===== config.mk =====
export PLATFORM = sky130hd
export DESIGN_NAME = serial_word_tx
export DESIGN_NICKNAME = d
export VERILOG_FILES = /design/src/rtl/serial_word_tx.sv
export SDC_FILE = /design/constraint.sdc
export NUM_CORES = 1
export LEC_CHECK = 0
export CORE_MARGIN = 8
export CORE_UTILIZATION = 35
export DETAILED_ROUTE_END_ITERATION = 6
export SLEW_MARGIN = 5
export SYNTH_ARGS = -nofsm -noshare
export SYNTH_HDL_FRONTEND = slang
export SYNTH_SLANG_ARGS = --single-unit

===== constraint.sdc =====
create_clock -name clk -period 4.6 [get_ports clk]
set_input_delay 0.46 -clock clk [delete_from_list [all_inputs] [get_ports clk]]
set_output_delay 0.46 -clock clk [all_outputs]
set_load 0.01 [all_outputs]

===== src/rtl/serial_word_tx.sv =====
// serial_word_tx
//   Serialises a WIDTH-bit word LSB first.
//   The word is sent either unchanged or as its two's complement.
//   The two's complement is formed serially: bits up to and including the
//   first 1 pass through unchanged, and every later bit is inverted.
//
// Optional feature (macro SER_TX_PARITY_EN):
//   Appends one even-parity bit after the data bits.
//   The parity bit is the XOR of the transmitted bits, after negation.
//
// Parameter:
//   WIDTH       data bits per word (>= 2)
//
// Ports:
//   clk         system clock, rising edge
//   reset       synchronous active-high reset
//   data_in     word to send; bit 0 goes first
//   neg         1 = send the two's complement of data_in
//   load_valid  data_in/neg offered this cycle
//   load_ready  block accepts a word this cycle
//   out_bit     serial data, registered
//   out_valid   out_bit carries a frame bit, registered
//   first_bit   first bit of a frame, registered
//   last_bit    final bit of a frame, registered
module serial_word_tx #(
  parameter int WIDTH = 6
) (
  input  logic             clk,
  input  logic             reset,
  input  logic [WIDTH-1:0] data_in,
  input  logic             neg,
  input  logic             load_valid,
  output logic             load_ready,
  output logic             out_bit,
  output logic             out_valid,
  output logic             first_bit,
  output logic             last_bit
);

`ifdef SER_TX_PARITY_EN
  typedef enum logic [1:0] {IDLE, COPY, INVERT, PARITY} state_t;
`else
  typedef enum logic [1:0] {IDLE, COPY, INVERT} state_t;
`endif

  localparam int CW = $clog2(WIDTH + 1);
  localparam logic [CW-1:0] LAST_CNT    = CW'(WIDTH);
  localparam logic [CW-1:0] LAST_CNT_M1 = CW'(WIDTH - 1);

  state_t           state;
  logic [WIDTH-1:0] sh;        // bits not yet sent, next one in sh[0]
  logic [CW-1:0]    cnt;       // data bits already placed on out_bit
  logic             neg_f;     // mode flag captured with the word
  logic             par;       // running XOR of transmitted data bits
  logic             accept;
  logic             data_bit;

  // Transmit a word as-is in COPY, or with inverted bits in INVERT
  function automatic logic tx_bit(input logic raw, input logic inv);
    return raw ^ inv;
  endfunction

  // last_bit is high exactly in the final frame bit cycle, so it also marks
  // the back-to-back load window
  assign load_ready = !reset && ((state == IDLE) || last_bit);
  assign accept     = load_valid && load_ready;
  assign data_bit   = tx_bit(sh[0], state == INVERT);

  always_ff @(posedge clk) begin
    if (reset) begin
      state     <= IDLE;
      sh        <= '0;
      cnt       <= '0;
      neg_f     <= 1'b0;
      par       <= 1'b0;
      out_bit   <= 1'b0;
      out_valid <= 1'b0;
      first_bit <= 1'b0;
      last_bit  <= 1'b0;
    end else if (accept) begin
      // Bit 0 is always sent unchanged.
      // If it is already the first 1 of a negated word, invert from bit 1.
      out_bit   <= data_in[0];
      out_valid <= 1'b1;
      first_bit <= 1'b1;
      last_bit  <= 1'b0;
      sh        <= data_in >> 1;
      neg_f     <= neg;
      par       <= data_in[0];
      cnt       <= CW'(1);
      state     <= (neg && data_in[0]) ? INVERT : COPY;
    end else begin
      first_bit <= 1'b0;
      case (state)
        COPY, INVERT: begin
          if (cnt != LAST_CNT) begin
            out_bit   <= data_bit;
            out_valid <= 1'b1;
            par       <= par ^ data_bit;
            sh        <= sh >> 1;
            cnt       <= cnt + CW'(1);
`ifdef SER_TX_PARITY_EN
            last_bit  <= 1'b0;
`else
            last_bit  <= (cnt == LAST_CNT_M1);
`endif
            // The first 1 of a negated word passes unchanged.
            // Every bit after it is inverted.
            if ((state == COPY) && neg_f && sh[0])
              state <= INVERT;
          end else begin
`ifdef SER_TX_PARITY_EN
            out_bit   <= par;
            out_valid <= 1'b1;
            last_bit  <= 1'b1;
            state     <= PARITY;
`else
            out_bit   <= 1'b0;
            out_valid <= 1'b0;
            last_bit  <= 1'b0;
            state     <= IDLE;
`endif
          end
        end
`ifdef SER_TX_PARITY_EN
        PARITY: begin
          out_bit   <= 1'b0;
          out_valid <= 1'b0;
          last_bit  <= 1'b0;
          state     <= IDLE;
        end
`endif
        default: begin
          out_bit   <= 1'b0;
          out_valid <= 1'b0;
          last_bit  <= 1'b0;
          state     <= IDLE;
        end
      endcase
    end
  end

endmodule


==> impl_results.rst <==
.. list-table::
   :header-rows: 1

   * - Metric
     - Value
   * - First-pass GRT wire length
     - 2790 um
   * - Global route total overflow
     - 0
   * - Post-route design area
     - 967 um2
   * - Final worst path period need
     - 2.76 ns
   * - Share of Yosys cell area claimed by the top area cell type
     - 37.4%
   * - Average size of a mapped cell
     - 10.2 um2
   * - Combinational share of power
     - 21.2%
   * - Synthesized netlist net count
     - 95
   * - IR drop worst, VDD
     - 0.129 mV
   * - Part of the Yosys area used for sequential elements
     - 37.4%
   * - Critical path data arrival time
     - 2.30 ns
   * - Cell Count Post-Placement
     - 116
   * - Via count normalized by instance count
     - 5.12
   * - Initial DRC count
     - 12
   * - Count of state elements after synthesis
     - 15
   * - Buffer cell driving the clock tree root
     - sky130_fd_sc_hd__clkbuf_4
   * - Die Outline Area
     - 4080 um2
   * - Fraction of final layout cells with drive strength greater than 1
     - 16.3%
   * - Most area-hungry cell type in the Yosys netlist
     - sky130_fd_sc_hd__dfxtp_1
   * - Cell count of the worst reg-to-reg path
     - 5
   * - Largest buffer count on any clock path
     - 2
   * - Drt wl/cell
     - 14.0 um
   * - Die Y-Extent
     - 63.9 um
   * - Die W
     - 63.9 um
   * - Overall routing resource usage
     - 8.80%
   * - Sum of internal, switching and leakage power
     - 0.282 mW
   * - Unrepaired setup endpoints after global routing
     - no
   * - Last weighted congestion value of the routability-driven placer
     - 0.821
   * - # DRC
     - 0
   * - Post-Synthesis Cell Area
     - 803 um2
   * - Source-to-sink clock delay at the later pin of the worst-skew pair
     - 0.29 ns
   * - Portion of total power attributed to the clock network
     - 27.5%
   * - Layout overhead on the synthesized area
     - 20.4%
   * - Area of the core
     - 2190 um2
   * - Initial core utilization
     - 36.7%
   * - Final hold violation count
     - 0
   * - Detailed-route via count
     - 614
   * - Switching Power
     - 0.0801 mW
   * - CTS H-Tree Depth
     - 1
   * - Leading cell types by total area after synthesis
     - sky130_fd_sc_hd__dfxtp_1 (37%), sky130_fd_sc_hd__ha_1 (9.3%), sky130_fd_sc_hd__a221oi_2 (7.5%)
   * - Sink Count
     - 15
   * - Highest clock rate
     - 362 MHz
   * - Number of rows created at floorplan
     - 17
   * - Largest net degree at the start of global routing
     - 16
   * - Count of placed standard cells in the final layout, fillers left out
     - 120
   * - Outcome
     - finished clean
   * - Number of buffers created by CTS
     - 3
   * - Count of unique library cells instantiated by Yosys
     - 29
   * - CP startpoint kind
     - input pin
   * - Via count of the first global-routing pass
     - 598
   * - Slew headroom
     - 49.8%
   * - Cts hold-fix bufs
     - 0
   * - Data required time of the worst path
     - 4.14 ns
   * - CTS clk-pin slew, worst paths
     - 0.09 ns
   * - Endpoints failing setup
     - 0
   * - Fill count
     - 220
   * - Clock tree from TritonCTS
     - built
   * - Number of max-slew violations in the final report
     - 0
   * - Power density over the cells
     - 291 nW/um2
   * - Standby leakage power
     - 0.355 nW
   * - Yosys Warn Count
     - 0
   * - Number of top-level pins
     - 15
   * - Type of the tightest min-delay check
     - flip-flop to flip-flop
   * - Placed standard-cell area
     - 941 um2
   * - Antenna violation net count after detailed routing
     - 0
   * - Critical setup path kind
     - input pin to output port
   * - Worst-Margin Slew
     - 0.751 ns
   * - Critical path fanouts, max
     - 15
   * - First-pass detailed-route iteration total
     - 4
   * - Nets
     - 109
   * - Final worst path period share
     - 60.0%
   * - Antenna violations before repair
     - 0
   * - Max-cap violations
     - 0
   * - PortBufs
     - 14
   * - Post-detail-place hpwl
     - 1190 um
   * - Sequential fraction of design power
     - 51.3%
   * - Sum of routed wire length over all layers
     - 1680 um
   * - Number of cells on the worst hold path
     - 2
   * - Post-CTS Setup Inserts
     - 0
   * - Worst setup EP type
     - output port
   * - Cell count after synthesis
     - 79
   * - Cell internal power dissipation
     - 0.202 mW
   * - Resized cells post-CTS
     - 0
   * - Final Skew
     - 0.00210 ns
   * - Switching part of the total
     - 28.4%
   * - Antenna fix cells
     - 0
   * - Setup total negative slack
     - 0 ns
state kept, by name (all words and copies together) (netlist names):
signal	count
last_bit	1
sh	5
out_bit	1
first_bit	1
cnt	3
neg_f	1
state	2
out_valid	1
logic make-up (layout without fill, tap and decap cells):
group                      after synthesis  after routing  share of synthesized area (%)
AOI/OAI and AO/OA                       22             22                           30.4
xor gates and xnor gates                 2              2                           2.18
buffers and inverters                   15             28                           9.34
adders and majority gates                6              6                           9.35
DFF                                     15             15                           37.4
and+or+nand+nor                         19             19                           11.4
layer usage:
layer,share of wire [%],global-route usage [%]
met1,49,11.0
met2,41,11.4
met3,6.9,3.48
met4,2.9,7.24
met5,0,0
through the flow:
step	worst slack [ns]	util, %	hold slack [ns]
after CTS	1.84	44.1	0.482
after floorplan	3.12	-	0.449
after global routing	1.75	44.1	0.497
final	1.84	44.1	0.480
after global placement	1.85	42.9	0.459
after detailed placement	1.86	42.9	0.466
power by group through the flow:
stage               clock network [mW]  registers, mW  logic (mW)
floorplan                            0          0.147      0.0424
global placement                     0          0.148      0.0589
detailed placement                   0          0.148      0.0597
CTS                             0.0815          0.145      0.0601
global route                    0.0865          0.146      0.0658
finish                          0.0775          0.145      0.0596
path summary, 6_finish.rpt:
kind,start,to,slack (ns)
max,reset,load_ready,1.84
min reg2reg,sh[1],sh[1],0.48
max reg2reg,state[0],sh[3],2.95
min,sh[1],sh[1],0.48
Yosys cell counts (all sizes together):
cell     count
inv         10
buf          4
nand2        7
a22oi        4
a2111oi      2
a221oi       4
nand2b       1
nor3         1
nand4        1
o31ai        1
a221o        1
nor2         2
clkbuf       1
a21boi       1
nand3        6
dfxtp       15
xnor2        2
a21bo        1
a21oi        4
nand3b       1
o21ba        1
ha           6
o41ai        2
o21ai        1
area by class of cell:
class,count,area (um2),area share [%]
timing repair buffer,14,140,14.5
inverter,10,37.5,3.88
multi-input combinational,49,428,44.2
sequential,15,300,31.0
clock buffer,4,26.3,2.72
tap,28,35.0,3.62
cells in the final DEF (no fill, tap or decap), types with 2 or more instances in the layout:
cell                              count
sky130_fd_sc_hd__dfxtp_1             15
sky130_fd_sc_hd__clkdlybuf4s50_1     14
sky130_fd_sc_hd__inv_1                9
sky130_fd_sc_hd__nand3_1              6
sky130_fd_sc_hd__nand2_1              6
sky130_fd_sc_hd__ha_1                 6
sky130_fd_sc_hd__a22oi_1              4
sky130_fd_sc_hd__a221oi_2             4
sky130_fd_sc_hd__a21oi_1              4
sky130_fd_sc_hd__clkbuf_4             3
sky130_fd_sc_hd__nor2_1               2
sky130_fd_sc_hd__a2111oi_2            2
sky130_fd_sc_hd__xnor2_1              2
worst max-delay path: stages:
cell and delay [ns]:
sky130_fd_sc_hd__clkdlybuf4s50_1 0.78, sky130_fd_sc_hd__o21ba_4 0.49, sky130_fd_sc_hd__clkdlybuf4s50_1 0.57
Note: power is estimated with default switching activity, not from simulation.
